### config.mk
export PLATFORM = sky130hd
export DESIGN_NAME = regfile_access_sequencer
export DESIGN_NICKNAME = d
export VERILOG_FILES = /design/src/rtl/regfile_access_sequencer.sv
export SDC_FILE = /design/constraint.sdc
export NUM_CORES = 1
export LEC_CHECK = 0
export CORE_ASPECT_RATIO = 1.1
export CORE_UTILIZATION = 47
export CTS_CLUSTER_SIZE = 25
export DETAILED_ROUTE_END_ITERATION = 7
export GPL_ROUTABILITY_DRIVEN = 0
export PLACE_DENSITY = 0.85
export SLEW_MARGIN = 20
export SYNTH_ARGS = -nofsm -noshare
export SYNTH_HDL_FRONTEND = slang
export SYNTH_SLANG_ARGS = --single-unit
### constraint.sdc
create_clock -name clk -period 2.5 [get_ports clk]
set_input_delay 0.25 -clock clk [delete_from_list [all_inputs] [get_ports clk]]
set_output_delay 0.25 -clock clk [all_outputs]
set_load 0.01 [all_outputs]
### src/rtl/regfile_access_sequencer.sv
// regfile_access_sequencer: initiator for the 4xWORD_LENGTH accumulator register file.
//   Accepts one request at a time, reads two operands, hands them to the ALU, waits
//   for the result, optionally writes it back for one cycle and captures the CZN flags.
// Ports: req_* (controller request, req_ready high only when idle), rf_* (register
//   file pins), op_a/op_b/op_valid + res_valid/res_data (ALU handshake), flags, done,
//   txn_count (completed transactions, 8-bit wrapping).
module regfile_access_sequencer #(
  parameter int WORD_LENGTH = 8,
  parameter int READ_WAIT   = 1
) (
  input  logic                   clk,
  input  logic                   rst,
  input  logic                   req_valid,
  output logic                   req_ready,
  input  logic [1:0]             req_rs1,
  input  logic [1:0]             req_rs2,
  input  logic [1:0]             req_rd,
  input  logic                   req_wb,
  output logic [1:0]             rf_read_reg1,
  output logic [1:0]             rf_read_reg2,
  input  logic [WORD_LENGTH-1:0] rf_read_data1,
  input  logic [WORD_LENGTH-1:0] rf_read_data2,
  output logic [WORD_LENGTH-1:0] op_a,
  output logic [WORD_LENGTH-1:0] op_b,
  output logic                   op_valid,
  input  logic                   res_valid,
  input  logic [WORD_LENGTH-1:0] res_data,
  output logic [1:0]             rf_write_reg,
  output logic [WORD_LENGTH-1:0] rf_write_data,
  output logic                   rf_write_reg_en,
  input  logic [2:0]             rf_czn,
  output logic [2:0]             flags,
  output logic                   done,
  output logic [7:0]             txn_count
);

  // A READ_WAIT of 0 would leave no cycle for the register file to respond.
  localparam int         RW_EFF    = (READ_WAIT < 1) ? 1 : READ_WAIT;
  localparam logic [7:0] WAIT_LOAD = 8'(RW_EFF - 1);

  typedef enum logic [2:0] {S_IDLE, S_READ, S_EXEC, S_WRITE, S_DONE} state_t;

  state_t                 state_q, state_d;
  logic [7:0]             cnt_q, cnt_d;
  logic [1:0]             rs1_q, rs1_d, rs2_q, rs2_d, rd_q, rd_d;
  logic                   wb_q, wb_d;
  logic [WORD_LENGTH-1:0] op_a_q, op_a_d, op_b_q, op_b_d, wdata_q, wdata_d;
  logic [2:0]             flags_q, flags_d;
  logic [7:0]             txn_q, txn_d;
  logic                   op_valid_q, op_valid_d, wen_q, wen_d;
  logic                   done_q, done_d, ready_q, ready_d;

  always_comb begin
    state_d = state_q;
    cnt_d   = cnt_q;
    rs1_d   = rs1_q;
    rs2_d   = rs2_q;
    rd_d    = rd_q;
    wb_d    = wb_q;
    op_a_d  = op_a_q;
    op_b_d  = op_b_q;
    wdata_d = wdata_q;
    flags_d = flags_q;
    txn_d   = txn_q;
    case (state_q)
      S_IDLE: begin
        if (req_valid) begin
          rs1_d   = req_rs1;
          rs2_d   = req_rs2;
          rd_d    = req_rd;
          wb_d    = req_wb;
          cnt_d   = WAIT_LOAD;
          state_d = S_READ;
        end
      end
      S_READ: begin
        if (cnt_q == 8'd0) begin
          op_a_d  = rf_read_data1;
          op_b_d  = rf_read_data2;
          state_d = S_EXEC;
        end else begin
          cnt_d = cnt_q - 8'd1;
        end
      end
      S_EXEC: begin
        if (res_valid) begin
          if (wb_q) begin
            wdata_d = res_data;
            state_d = S_WRITE;
          end else begin
            state_d = S_DONE;
          end
        end
      end
      S_WRITE: begin
        // The register file derives CZN from write_data during this cycle.
        flags_d = rf_czn;
        state_d = S_DONE;
      end
      S_DONE: begin
        txn_d   = txn_q + 8'd1;
        state_d = S_IDLE;
      end
      default: state_d = S_IDLE;
    endcase
    // Strobes are registered from the next state so they change only on clk.
    op_valid_d = (state_d == S_EXEC);
    wen_d      = (state_d == S_WRITE);
    done_d     = (state_d == S_DONE);
    ready_d    = (state_d == S_IDLE);
  end

  always_ff @(posedge clk) begin
    if (rst) begin
      state_q    <= S_IDLE;
      cnt_q      <= 8'd0;
      rs1_q      <= 2'd0;
      rs2_q      <= 2'd0;
      rd_q       <= 2'd0;
      wb_q       <= 1'b0;
      op_a_q     <= '0;
      op_b_q     <= '0;
      wdata_q    <= '0;
      flags_q    <= 3'd0;
      txn_q      <= 8'd0;
      op_valid_q <= 1'b0;
      wen_q      <= 1'b0;
      done_q     <= 1'b0;
      ready_q    <= 1'b1;
    end else begin
      state_q    <= state_d;
      cnt_q      <= cnt_d;
      rs1_q      <= rs1_d;
      rs2_q      <= rs2_d;
      rd_q       <= rd_d;
      wb_q       <= wb_d;
      op_a_q     <= op_a_d;
      op_b_q     <= op_b_d;
      wdata_q    <= wdata_d;
      flags_q    <= flags_d;
      txn_q      <= txn_d;
      op_valid_q <= op_valid_d;
      wen_q      <= wen_d;
      done_q     <= done_d;
      ready_q    <= ready_d;
    end
  end

  assign req_ready       = ready_q;
  assign rf_read_reg1    = rs1_q;
  assign rf_read_reg2    = rs2_q;
  assign op_a            = op_a_q;
  assign op_b            = op_b_q;
  assign op_valid        = op_valid_q;
  assign rf_write_reg    = rd_q;
  assign rf_write_data   = wdata_q;
  assign rf_write_reg_en = wen_q;
  assign flags           = flags_q;
  assign done            = done_q;
  assign txn_count       = txn_q;

endmodule
# == After elaboration in Yosys (flattened, before gate mapping) ==
# Index checks and enable logic that the tools add are counted.
# classes
n_addsub,2
eq_ne,9
muxes,8
n_reduce_logical,8
# op_table
cell,count
8-bit 2-to-1 mux,2
8-bit one-hot mux with 2 select lines,1
3-bit by 2-bit == test with 1-bit output (second input constant),4
3-bit 2-to-1 mux,4
3-bit one-hot mux with 4 select lines,1
8-bit by 1-bit adder with 8-bit output (second input constant),1
8-bit zero test,1
8-bit by 1-bit subtractor with 8-bit output (second input constant),1
3-bit == test (second input constant),2
3-bit zero test,2
3-bit AND reduction,2
2-bit inequality test (second input constant),2
2-bit AND reduction,2
3-bit by 1-bit == test with 1-bit output (second input constant),1
2-bit nonzero test,1
# word_totals
ff_bits,57
inputBits,38
out_inout_bits,45
word_cells,42

# == Depth between registers and ports, before layout ==
# Gate-level depths: netlist of run 1.
# logic_depth
word_depth,4
ltp_mapped,7
ltp_nobuf,5

# == Least setup slack after synthesis of run 1 ==
# OpenSTA, ideal clock, no wires.
# synth_path
path_kind,flip-flop to flip-flop
from,reg cnt_q[0]
to,reg op_a_q[0] (netlist: op_a[0])
setup_ns,0.072
t_arrival_ns,1.592
required_time_ns,2.428
path_slack_ns,0.836
stages_incl_launch_ff,8
path_buffers,2
period_less_slack_ns,1.664
cell_sequence,dfxtp_1 -> inv_1 -> ha_1 -> nor3b_2 -> nor3b_1 -> buf_4 -> buf_6 -> mux2i_1
# synth_between
elab_chain_cells,2
# synth_rtl
item,line_no,text
"start, declared",44,"logic [7:0] cnt_q, cnt_d;"
"start signal, assigned",132,cnt_q <= cnt_d;
8-bit zero test,77,if (cnt_q == 8'd0) begin
2-bit AND reduction (no source line),n/a,
"end signal, assigned",137,op_a_q <= op_a_d;
"end, declared",47,"logic [WORD_LENGTH-1:0] op_a_q, op_a_d, op_b_q, op_b_d, wdata_q, wdata_d;"
# Every way passes these cells.
# A chain may end at the register's enable or synchronous reset.

# == Worst setup path after layout of run 1 ==
# layout_path
from,reg cnt_q[0]
to,reg cnt_q[4]
# layout_between
elab_chain_cells,3
elab_cells_between_ends,6
cone_classes,1 x add/sub; 1 x eq/ne; 2 x mux; 2 x reduce/logical
# layout_rtl
item,line_no
8-bit by 1-bit subtractor with 8-bit output / 8-bit zero test (equally long branches),"82, 77"
8-bit 2-to-1 mux / 2-bit inequality test (equally long branches),n/a
8-bit one-hot mux with 2 select lines / 3-bit AND reduction (equally long branches),n/a
# Parallel ways exist; a longest one is shown, timed or not. The select of a mux whose other input is x is not followed.

==> summary.md, run 1 <==
| Metric | Value |
|---|---|
| Final min period | 1940 ps |
| YS warnings | 0 |
| Type of the worst min-delay path | reg -> reg |
| Via count | 2214 |
| Register area share after synthesis | 47.3% |
| Multi-input logic area | 1190 um2 |
| Setup TNS | 0 ps |
| Num CTS Buffers | 9 |
| Commonest cells post-synth | dfxtp_1, nand2_1, mux2i_1 |
| First-pass GRT wire length | 9320 um |
| Hold Buf Count CTS | 0 |
| Die W | 70.3 um |
| Number of global-route vias before repair | 2062 |
| Max_cap viols | 0 |
| Layout Nets | 390 |
| Initial Utilization | 48.6% |
| Clk buf depth | 2 |
| Die extent in y | 77.2 um |
| Post-Syn Instances | 269 |
| Post-place setup slack | 581 ps |
| H-tree depth | 3 |
| Post-CTS Setup Inserts | 0 |
| IO Pins | 83 |
| Setup Viol. Count Final | 0 |
| Final HPWL DP | 3890 um |
| Clk slew on worst S/H paths | 60 ps |
| Max-slew violations | 0 |
| Die area | 5430 um2 |
| Leak Pwr | 1.25 nW |
| CTS root buf | clkbuf_8 |
| Core region area | 4970 um2 |
| DRT Pass-1 Iters | 4 |
| Cell type with the highest aggregate area in the netlist | dfxtp_1 |
| Netlist cell types | 47 |
| Ranking of synthesized cells by area | dfxtp_1, mux2i_1, nand2_1, a21oi_1, nand3_1 |
| RSZ-0062 raised after global routing | false |
| Most numerous cell in the Yosys netlist | dfxtp_1 |
| Routed WL | 5650 um |
| Final ANT Viol Nets | 0 |
| Ys async rst share | 0% |
| CP arrival | 2190 ps |
| Iteration-0 DRC Markers | 84 |
| Slew margin rel. | 49.3% |
| Initial antenna violation count | 0 |
| Status | finished clean |
| Congestion Overflow GR | 0 |
| Cell Pwr Density | 561 nW/um2 |
| CP Capture Type | register |
| Highest Clock Rate | 516 MHz |
| Syn Nets | 310 |
| EDFF count, synth | 0 |
| CTS tree | built |
| Gr usage total | 21.5% |
| Critical path class | reg -> reg |
| Placed cell count | 396 |
| Largest net degree at the start of global routing | 41 |
| Critical-path maximum fanout | 9 |
| Fin worst setup slack | 562 ps |
| Final worst-path cycle share | 77.5% |
| Worst skew pair latency | 320 ps |
| Port Buf Inserts | 82 |
| Clock sink count | 57 |
| Post-CTS sizing | 0 |
| Ant diodes | 0 |
| Worst-margin pin slew | 741 ps |
| Seq cells post-synth | 57 |
| Critical path data required time | 2750 ps |
| Design Power | 0.00193 W |
| Rows | 27 |
| Drt wl/cell | 13.7 um |
| Synth Cell Area | 2410 um2 |
| Vias/cell | 5.39 |
| Crit path launch type | register |
| Maximum VDD drop | 365 uV |
| Min Hold Slack | 454 ps |
| Layout Skew | 6.57 ps |
| Fraction of layout cells with a size suffix above 1 | 8.50% |
| Ys flop type | dfxtp_1 |
| Avg Inst Size Synth | 8.98 um2 |
| Fillers | 387 |
| Final Hold Fails | 0 |
| Remaining DRCs | 0 |
| FF+latch area | 1140 um2 |
| Area Overhead vs Synth | 42.3% |
| Layout Cells excl Fill | 411 |
| Post-synth top area share | 47.3% |
cell type report:
type / count / area share (%)
multi-input cells: 190 / 34.6
flip-flops and latches: 57 / 33.2
repair buffers: 87 / 25.0
clock buffers: 11 / 4.11
well taps: 58 / 2.11
clock inverters: 4 / 0.582
inverters: 4 / 0.437
per-layer routing:
| metal | up-vias | global-route usage, % | wire (um) |
|---|---|---|---|
| li1 | 1109 | - | - |
| met1 | 1016 | 25.4 | 2520 |
| met2 | 76 | 34.3 | 2600 |
| met3 | 13 | 6.96 | 399 |
| met4 | 0 | 11.8 | 124 |
| met5 | - | 0 | 0 |
worst paths after layout:
path | from | to | slack [ps] | cells after the start
min reg2reg | rf_write_reg[1]$_SDFFE_PP0P_ | rf_write_reg[1]$_SDFFE_PP0P_ | 450 | 2
max reg2reg | cnt_q[0]$_SDFFE_PP0P_ | cnt_q[4]$_SDFFE_PP0P_ | 560 | 5
min | rf_write_reg[1]$_SDFFE_PP0P_ | rf_write_reg[1]$_SDFFE_PP0P_ | 450 | 2
max | cnt_q[0]$_SDFFE_PP0P_ | cnt_q[4]$_SDFFE_PP0P_ | 560 | 5
cells by family after synthesis:
group	after synthesis	share of synthesized area (%)
compound gates	50	12.6
buf+inv	22	3.99
fa+ha+maj	3	1.55
xor+xnor	2	0.726
simple gates	111	23.9
mux	24	10.0
flops	57	47.3
worst max-delay path: stages (launching register included):
cell       delay (ps)
dfxtp_1           400
inv_1              90
ha_1              200
nor3b_2           210
a2111oi_0         720
mux2i_1           260
cells in the final DEF (no fill, tap or decap), drive strengths merged, types with 2 or more instances in the layout:
cell type      instances
buf                    5
nor2                  11
and3                   2
inv                    3
or3                    8
nand4                  2
nor3                   2
a21oi                 21
clkdlybuf4s50         82
o21ai                 14
dfxtp                 57
nor4                   2
a2111oi                2
nand2                 50
clkinv                 5
nand3                 14
a211oi                 4
or4                    4
a21boi                 2
nor4b                  2
clkbuf                11
xnor2                  2
mux2i                 23
nand4bb                3
nor3b                  4
ha                     3
report_power, final:
group          internal [W]  leakage, nW  switching (W)
registers          0.000942        0.462      0.0000251
clock network      0.000373       0.0887       0.000329
logic              0.000146        0.698       0.000114
total               0.00146         1.25       0.000468
through the flow:
stage / utilization [%] / instance area [um2]
2_1_floorplan: - / 2410
3_3_place_gp: 66.0 / 3280
3_5_place_dp: 66.0 / 3280
4_1_cts: 69.2 / 3440
5_1_grt: 69.2 / 3440
6_report: 69.2 / 3440
Note: power is estimated with default switching activity, not from simulation.
==> run 2: changes to the inputs <==
--- a/config.mk
+++ b/config.mk
@@ -6,11 +6,11 @@
 export NUM_CORES = 1
 export LEC_CHECK = 0
 export CORE_ASPECT_RATIO = 1.1
-export CORE_UTILIZATION = 47
+export CORE_UTILIZATION = 41
 export CTS_CLUSTER_SIZE = 25
 export DETAILED_ROUTE_END_ITERATION = 7
 export GPL_ROUTABILITY_DRIVEN = 0
-export PLACE_DENSITY = 0.85
+export PLACE_DENSITY = 0.78
 export SLEW_MARGIN = 20
 export SYNTH_ARGS = -nofsm -noshare
 export SYNTH_HDL_FRONTEND = slang
==> constraint.sdc (replaced) <==
create_clock -name clk -period 1.7 [get_ports clk]
set_input_delay 0.17 -clock clk [delete_from_list [all_inputs] [get_ports clk]]
set_output_delay 0.17 -clock clk [all_outputs]
set_load 0.01 [all_outputs]
==> run 2 against run 1 <==
Net effect:
- the flow now finishes with violations (setup timing)
- non-clock buffer count up 22
- core utilization down 1.7 points
- clock skew up 1.1 ps
- global-route usage down 1.4 points
- critical endpoint is now op_a[4]$_SDFFE_PP0P_
==> summary.md, run 2 (synthesis gave the netlist of run 1 again) <==
| Metric | Value |
|---|---|
| Status | finished, violations left |
| Failing checks | setup timing |
| Vias/cell | 5.14 |
| Setup Viol. Count Final | 2 |
| Max_cap viols | 0 |
| Maximum VDD drop | 692 uV |
| Worst-margin pin slew | 478 ps |
| First-pass GRT wire length | 9350 um |
| Setup TNS | -5.94 ps |
| Cell Area, Placed | 3480 um2 |
| Iteration-0 DRC Markers | 113 |
| Num CTS Buffers | 9 |
| Fraction of layout cells with a size suffix above 1 | 15.7% |
| Port Buf Inserts | 82 |
| Cell Pwr Density | 829 nW/um2 |
| Critical-path top delay cell | or4_4 |
| Gr usage total | 20.2% |
| Routed WL | 6330 um |
| Clock sink count | 57 |
| Most used routing layer | met2 |
| Highest Clock Rate | 587 MHz |
| Die area | 6200 um2 |
| Congestion Overflow GR | 0 |
| Slew margin rel. | 67.3% |
| Fin worst setup slack | -4.05 ps |
| Type of the worst min-delay path | in -> reg |
| Clk slew on worst S/H paths | 60 ps |
| Commonest cells after routing, fill and taps aside | clkdlybuf4s50_1, dfxtp_1, nand2_1 |
| Largest net degree at the start of global routing | 37 |
| Hold Buf Count CTS | 0 |
| Clk buf depth | 2 |
| Worst skew pair latency | 330 ps |
| CP Capture Type | register |
| Crit-path cells | or4_4, nor3b_4, buf_12, mux2i_1 |
| Crit path launch type | register |
| Max-slew violations | 0 |
| Post-CTS Setup Inserts | 0 |
| Layout Nets | 412 |
| RSZ-0062 raised after global routing | true |
| Design area | 3740 um2 |
| Number of global-route vias before repair | 2191 |
| Ant diodes | 0 |
| Final HPWL DP | 4340 um |
| Fillers | 465 |
| CTS root buf | clkbuf_8 |
| Met1 Use GR | 20.4% |
| CTS tree | built |
| Remaining DRCs | 0 |
| Most common cell after layout, fill and taps aside | clkdlybuf4s50_1 |
| Core region area | 5540 um2 |
| DRT Pass-1 Iters | 4 |
| Initial Utilization | 43.6% |
| Rows | 28 |
| Drt wl/cell | 14.0 um |
| H-tree depth | 3 |
| Final min period | 1700 ps |
| Die extent in y | 82.5 um |
| CP arrival | 1950 ps |
| Via count | 2320 |
| Post-place setup slack | -44.1 ps |
| M3 GR Usage | 6.19% |
| Area Overhead vs Synth | 54.8% |
| Final Hold Fails | 0 |
| Final worst-path cycle share | 100% |
| Initial antenna violation count | 0 |
| Min Hold Slack | 392 ps |
| Layout Skew | 7.68 ps |
| Critical-path maximum fanout | 8 |
| IO Pins | 83 |
| Crit path largest cell delay | 560 ps |
| CP delay by family, top | simple AND/OR/NAND/NOR gates |
| Final ANT Viol Nets | 0 |
| Leak Pwr | 1.40 nW |
| Die W | 75.2 um |
| Grt met2 use | 36.4% |
| Critical path data required time | 1940 ps |
| Critical path class | reg -> reg |
| Bufs and invs on worst path | 1 |
==> run 2: repair_timing <==
action / in CTS / in global routing
gates cloned: 0 / 1
pin swaps: 0 / 3
endpoints found under the setup margin: 2 / 21
gates resized for setup: 2 / 10
endpoints found under the hold margin: 0 / 0
==> run 2: worst paths after layout <==
check                              from                           end  slack, ps  depth (start not counted)
setup / recovery  cnt_q[2]$_SDFFE_PP0P_          op_a[4]$_SDFFE_PP0P_         -4                          4
hold / removal               req_rs1[0]  rf_read_reg1[0]$_SDFFE_PP0P_        390                          3
setup reg to reg  cnt_q[2]$_SDFFE_PP0P_          op_a[4]$_SDFFE_PP0P_         -4                          4
hold reg to reg    op_b[3]$_SDFFE_PP0P_          op_b[3]$_SDFFE_PP0P_        460                          2
==> run 2: area by class of cell <==
type	count	area [um2]	share of cell area, %
Clock buffer	13	149	3.98
Clock inverter	3	40.0	1.07
Inverter	4	15.0	0.402
Multi-Input combinational cell	190	1230	32.9
Sequential cell	57	1140	30.6
Tap cell	75	93.8	2.51
Timing Repair Buffer	109	1070	28.5
==> run 2: power breakdown <==
group | switching (W) | total [W] | internal (W) | leakage [nW]
Sequential | 0.0000285 | 0.00141 | 0.00138 | 0.464
Combinational | 0.000194 | 0.000458 | 0.000264 | 0.835
Clock | 0.000514 | 0.00123 | 0.000714 | 0.0974
==> run 2: stage by stage <==
step	power, W	cells	utilization (%)
finish	0.00310	451	67.5
global route	0.00323	451	67.5
CTS	0.00311	450	66.3
detailed placement	0.00188	434	62.9
global placement	0.00187	434	62.9
floorplan	0.00163	269	-
==> run 2: routing by layer <==
metal | share of wire (%) | wire length [um] | vias up
li1 | - | - | 1156
met1 | 41 | 2620 | 1062
met2 | 48 | 3020 | 89
met3 | 8.7 | 552 | 13
met4 | 2.2 | 138 | 0
met5 | 0 | 0 | -
==> run 2: worst min-delay path, cell delays in order <==
cell,delay (ps)
clkdlybuf4s50_1,400
nand2_1,60
a21oi_1,50
==> run 3: changes to the inputs <==
--- a/config.mk
+++ b/config.mk
@@ -5,12 +5,13 @@
 export SDC_FILE = /design/constraint.sdc
 export NUM_CORES = 1
 export LEC_CHECK = 0
+export ABC_AREA = 1
 export CORE_ASPECT_RATIO = 1.1
-export CORE_UTILIZATION = 41
+export CORE_UTILIZATION = 40
 export CTS_CLUSTER_SIZE = 25
 export DETAILED_ROUTE_END_ITERATION = 7
 export GPL_ROUTABILITY_DRIVEN = 0
-export PLACE_DENSITY = 0.78
+export PLACE_DENSITY = 0.75
 export SLEW_MARGIN = 20
 export SYNTH_ARGS = -nofsm -noshare
 export SYNTH_HDL_FRONTEND = slang
==> run 3 against run 2 <==
Net effect:
- the flow now finishes without violations
- fmax increased by 15%
- via count decreased by 5.3%
- synthesized cell count increased by 16%
- sequential cell count unchanged
- global-route usage increased by 0.30 points
- critical path type unchanged
- sequential share of layout area increased by 2.6 points
- critical path depth increased by 4
==> summary.md, run 3 <==
| Metric | Value |
|---|---|
| Netlist cell types | 28 |
| Main combinational cell family by area after synthesis | simple AND/OR/NAND/NOR gates |
| Commonest cells post-synth | nor2_1, dfxtp_1, o21ai_0 |
| Clk slew on worst S/H paths | 70 ps |
| Die W | 75.2 um |
| DRT Pass-1 Iters | 4 |
| Type of the worst min-delay path | in -> reg |
| Most used cell, CP | nor2_1 |
| Ant diodes | 0 |
| Die extent in y | 82.6 um |
| Mux cell area share after synthesis | 0% |
| Hold path startpoint | res_data[2] |
| Cell Pwr Density | 1460 nW/um2 |
| Syn Nets | 352 |
| Drt wl/cell | 11.8 um |
| Critical path data required time | 1960 ps |
| Final Hold Fails | 0 |
| Slew margin rel. | 76.1% |
| Num CTS Buffers | 9 |
| Synth Area in Simple Gates | 29.0% |
| Critical path class | reg -> reg |
| Cell type with the highest aggregate area in the netlist | dfxtp_1 |
| Area Overhead vs Synth | 45.8% |
| Final ANT Viol Nets | 0 |
| Post-CTS Setup Inserts | 0 |
| Fillers | 517 |
| Post-synthesis xor/xnor area fraction | 0.742% |
| Register area share after synthesis | 48.4% |
| Hold Buf Count CTS | 0 |
| Min Hold Slack | 430 ps |
| Max-slew violations | 0 |
| Post-synth top area share | 48.4% |
| Setup Viol. Count Final | 0 |
| IO Pins | 83 |
| Port Buf Inserts | 82 |
| Seq cells post-synth | 57 |
| H-tree depth | 3 |
| Initial Utilization | 42.6% |
| EDFF count, synth | 0 |
| Most common cell after layout, fill and taps aside | nor2_1 |
| Avg Inst Size Synth | 7.59 um2 |
| Routed WL | 5640 um |
| Critical-path maximum fanout | 19 |
| Worst-margin pin slew | 359 ps |
| Status | finished clean |
| Maximum VDD drop | 788 uV |
| Clock sink count | 57 |
| Layout Skew | 8.55 ps |
| Post-Syn Instances | 311 |
| Crit-path cells | inv_1, ha_1, nand3_1, nor2_4, nand2_4, inv_6, nor2_1, nor2_1 |
| YS warnings | 0 |
| Congestion Overflow GR | 0 |
| Highest Clock Rate | 677 MHz |
| CP arrival | 1730 ps |
| CP Capture Type | register |
| Final HPWL DP | 4140 um |
| Commonest cells after routing, fill and taps aside | nor2_1, clkdlybuf4s50_1, dfxtp_1 |
| Die area | 6210 um2 |
| Number of global-route vias before repair | 2117 |
| Vias/cell | 4.61 |
| Setup TNS | 0 ps |
| Clk buf depth | 2 |
| First-pass GRT wire length | 9370 um |
| Worst Setup SP | cnt_q[0]$_SDFFE_PP0P_ |
| Rows | 28 |
| Initial antenna violation count | 0 |
| Post-CTS sizing | 0 |
| Crit path launch type | register |
| Leak Pwr | 1.42 nW |
| CTS tree | built |
| Layout Nets | 439 |
| Crit path largest cell delay | 330 ps |
| Final worst-path cycle share | 86.9% |
| Fraction of layout cells with a size suffix above 1 | 9.95% |
| Worst skew pair latency | 330 ps |
| Final min period | 1480 ps |
| Via count | 2197 |
| Critical-path top delay cell | dfxtp_1 |
| Compound-cell area share of the yosys netlist | 12.7% |
| Iteration-0 DRC Markers | 92 |
| RSZ-0062 raised after global routing | false |
| Ys flop type | dfxtp_1 |
| Most numerous cell in the Yosys netlist | nor2_1 |
| Ranking of synthesized cells by area | dfxtp_1, nor2_1, o21ai_0, nand2_1, inv_1 |
| R2R Path Start | cnt_q[0]$_SDFFE_PP0P_ |
| Max_cap viols | 0 |
| Gr usage total | 20.5% |
| Largest net degree at the start of global routing | 35 |
| CTS root buf | clkbuf_8 |
| Synth Area in Adders | 1.59% |
| Ys async rst share | 0% |
| Remaining DRCs | 0 |
| Core region area | 5540 um2 |
| Synth Cell Area | 2360 um2 |
run 3: cells by family after synthesis:
family,count (synthesis)
simple gates,153
fa+ha+maj,3
xor+xnor,2
buf+inv,39
compound gates,57
flops,57
run 3: critical path, delay by kind of cell (launching register included):
family                     cells  cell delay (ps)
and+or+nand+nor                5              640
adders and majority gates      1              150
DFF                            1              330
buffers and inverters          2              260
run 3: path summary, 6_finish.rpt:
path | to | slack (ps) | cells after the start
max | op_a[5]$_SDFFE_PP0P_ | 220 | 8
min | rf_write_data[2]$_SDFFE_PP0P_ | 430 | 3
max reg2reg | op_a[5]$_SDFFE_PP0P_ | 220 | 8
min reg2reg | txn_count[5]$_SDFFE_PP0N_ | 460 | 2
run 3: where the power goes:
group | total (W) | leakage, nW | switching (W) | internal (W)
logic | 0.00198 | 0.853 | 0.00110 | 0.000879
clock network | 0.00125 | 0.102 | 0.000504 | 0.000744
registers | 0.00180 | 0.464 | 0.000172 | 0.00163
total | 0.00503 | 1.42 | 0.00178 | 0.00325
run 3: through the flow:
step / power [W] / instances / worst slack (ps) / util, % / area [um2]
6_report: 0.00503 / 477 / 223 / 62.2 / 3440
5_1_grt: 0.00538 / 477 / 43.6 / 62.2 / 3440
4_1_cts: 0.00507 / 477 / 203 / 62.2 / 3440
3_5_place_dp: 0.00381 / 462 / 205 / 58.6 / 3250
3_3_place_gp: 0.00376 / 462 / 261 / 58.6 / 3250
2_1_floorplan: 0.00310 / 311 / 334 / - / 2360
run 3: area by class of cell:
type	count	area (um2)	area share, %
Sequential cell	57	1140	33.2
Multi-Input combinational cell	215	1040	30.2
Timing Repair Buffer	84	848	24.7
Clock buffer	12	155	4.51
Inverter	31	124	3.60
Tap cell	75	93.8	2.73
Clock inverter	3	40.0	1.16
run 3: metal layers:
metal / wire length, um / vias to the layer above / GRT usage (%)
met5: 0 / - / 0
li1: - / 1158 / -
met4: 129 / 0 / 12.2
met2: 2690 / 58 / 34.3
met1: 2580 / 971 / 23.9
met3: 241 / 10 / 4.25
==> variant: new RTL, config.mk and constraints of run 2 <==
Re-encode `state_t` (5 states) as one-hot, 5 bits wide.
--- a/src/rtl/regfile_access_sequencer.sv
+++ b/src/rtl/regfile_access_sequencer.sv
@@ -39,5 +39,5 @@
   localparam logic [7:0] WAIT_LOAD = 8'(RW_EFF - 1);
 
-  typedef enum logic [2:0] {S_IDLE, S_READ, S_EXEC, S_WRITE, S_DONE} state_t;
+  typedef enum logic [4:0] {S_IDLE = 5'b00001, S_READ = 5'b00010, S_EXEC = 5'b00100, S_WRITE = 5'b01000, S_DONE = 5'b10000} state_t;
 
   state_t                 state_q, state_d;
Check against the original RTL: no difference found for any inputs over 10 cycles, from zero or initial values and one cycle with rst high; not proved beyond that.
==> variant against run 2 <==
The run still ends with negative setup slack left. Cell area is 1.5% lower. Worst setup slack worse by 0.040 ns. Sequential cell count rose by 2. Synthesized cell count down 3.0%. Core utilization increased by 0.29 points. Count of clock-buffer cells in the layout shrank 1. Synthesized area fell by 3.0%. Sequential share of layout area is 1.6 points higher. Total power up 3.8%. Fmax decreased by 2.3%. Wire length shrank 7.4%. Worst hold slack lost 0.22 ns. Critical path type unchanged.
==> variant: results (changes against run 2) <==
outcome - complete, but fails checks (unchanged)
failing checks - negative setup slack (unchanged)
DP HPWL - 3.93 mm (was 4.34 mm)
vias in the first global route - 2044 (was 2191)
aggregate global routing overflow - 0 (unchanged)
setup TNS - -0.0439 ns (was -0.00594 ns)
static leakage - 1.38 nW (was 1.40 nW)
Post-Place Cell Area - 0.00339 sq mm (was 0.00348 sq mm)
commonest cells in the netlist - 59 x dfxtp_1, 40 x nand2_1, 35 x a21oi_1, 23 x nor2_1, 14 x mux2i_1 (was 57 x dfxtp_1, 50 x nand2_1, 23 x mux2i_1, 21 x a21oi_1)
count of final setup violators - 1 (was 2)
Mapped Cells - 261 (was 269)
sequential share of the synthesized area - 50.4% (was 47.3%)
Hold Crit Start - rst (was req_rs1[0])
worst clock skew - 0.00902 ns (was 0.00768 ns)
clock buffer depth - 2 (unchanged)
First DRT Iteration DRCs - 118 (was 113)
layout cells sized above 1 - 17.7% (was 15.7%)
Synth Area in Compound Gates - 11.8% (was 12.6%)
ranking of synthesized cells by area - dfxtp_1 50%, a21oi_1 7.5%, nand2_1 6.4%, mux2i_1 6.0%, nor2_1 3.7% (was dfxtp_1 47%, mux2i_1 9.5%, nand2_1 7.8%, a21oi_1 4.4%, nand3_1 2.9%)
final worst slack - -0.0439 ns (was -0.00405 ns)
CP Data Arrival Time - 2.01 ns (was 1.95 ns)
initial antenna violation count - 0 (unchanged)
wire length of the first global-routing pass - 8.89 mm (was 9.35 mm)
post-synthesis cell type count - 42 (was 47)
Total GRT Usage - 19.5% (was 20.2%)
Post-Synth Adder-Cell Area - 1.07% (was 1.55%)
drt pass-1 iters - 4 (unchanged)
H-tree depth - 3 (unchanged)
Final nets - 409 (was 412)
# placed instances - 429 (was 434)
worst-path maximum fanout - 2 (was 8)
DP Worst Slack - -0.163 ns (was -0.0441 ns)
Via Count - 2267 (was 2320)
Post-Syn Nets - 301 (was 310)
post-synthesis mux area share - 6.46% (was 10.0%)
routed length per instance - 13.1 um (was 14.0 um)
antenna cells - 0 (unchanged)
Hold Path Class - in2reg (unchanged)
slew of the pin with the lowest slew margin - 0.400 ns (was 0.478 ns)
Post-Route WL - 5.86 mm (was 6.33 mm)
largest net degree at the start of global routing - 32 (was 37)
Worst VDD drop - 0.000662 V (was 0.000692 V)
crit path from - cnt_q[0] (was cnt_q[2])
ys async rst share - 0% (unchanged)
clk root buf - clkbuf_8 (unchanged)
XOR/XNOR share of the synthesized area - 1.49% (was 0.725%)
[variant: cell types whose count changed in the layout (fill, tap and decap cells not counted), moves of 7 or more]
| cell | run 2 | this run |
|---|---|---|
| o21ai_0 | 14 | 5 |
| nand2_1 | 50 | 40 |
| a21oi_1 | 21 | 34 |
| mux2i_1 | 23 | 14 |
| nor2_1 | 11 | 23 |
| nand3_1 | 14 | 7 |
[variant: cells by family after synthesis]
family / after synthesis
simple gates: 112
xor+xnor: 4
fa+ha+maj: 2
flops: 59
mux: 15
compound gates: 50
buf+inv: 19
[variant: worst paths after layout]
path         slack, ns  depth (start not counted)        to
max              -0.04                          7  cnt_q[6]
min               0.17                          2  cnt_q[1]
max reg2reg      -0.04                          7  cnt_q[6]
min reg2reg       0.45                          2   op_a[1]
[variant: layout make-up]
class | instances | area [sq um]
Fill cell | 447 | 1750
Sequential cell | 59 | 1190
Multi-Input combinational cell | 184 | 1120
Timing Repair Buffer | 111 | 1060
Clock buffer | 12 | 165
Tap cell | 75 | 93.8
Clock inverter | 2 | 35.0
Inverter | 4 | 15.0
[variant: worst max-delay path, cell delays in order, from the launching register on]
cell      delay (ns)
dfxtp_2         0.32
inv_2           0.08
ha_4            0.13
buf_4           0.11
nand2b_4        0.06
or4_4           0.42
or4_4           0.43
a21oi_2         0.13
[variant: metal layers]
metal / track usage (%) / part of all wire, % / vias up
met5: 0 / 0 / -
met3: 5.46 / 6.8 / 17
met2: 33.3 / 49 / 78
met1: 21.6 / 42 / 1052
li1: - / - / 1120
met4: 10.6 / 2.4 / 0
[variant: report_power, final]
group / leakage [nW] / internal (mW) / switching (mW) / total [mW]
clock: 0.104 / 0.779 / 0.535 / 1.31
sequential: 0.480 / 1.43 / 0.0271 / 1.45
combinational: 0.794 / 0.264 / 0.188 / 0.453
total: 1.38 / 2.47 / 0.750 / 3.22
[variant: repair_timing]
| item | 4_1_cts | 5_1_grt |
|---|---|---|
| cloned | 0 | 1 |
| setup buffers | 2 | 1 |
| pin swaps | 0 | 3 |
| setup endpoints to repair | 24 | 19 |
| gates resized for setup | 8 | 11 |
| hold buffers | 0 | 0 |
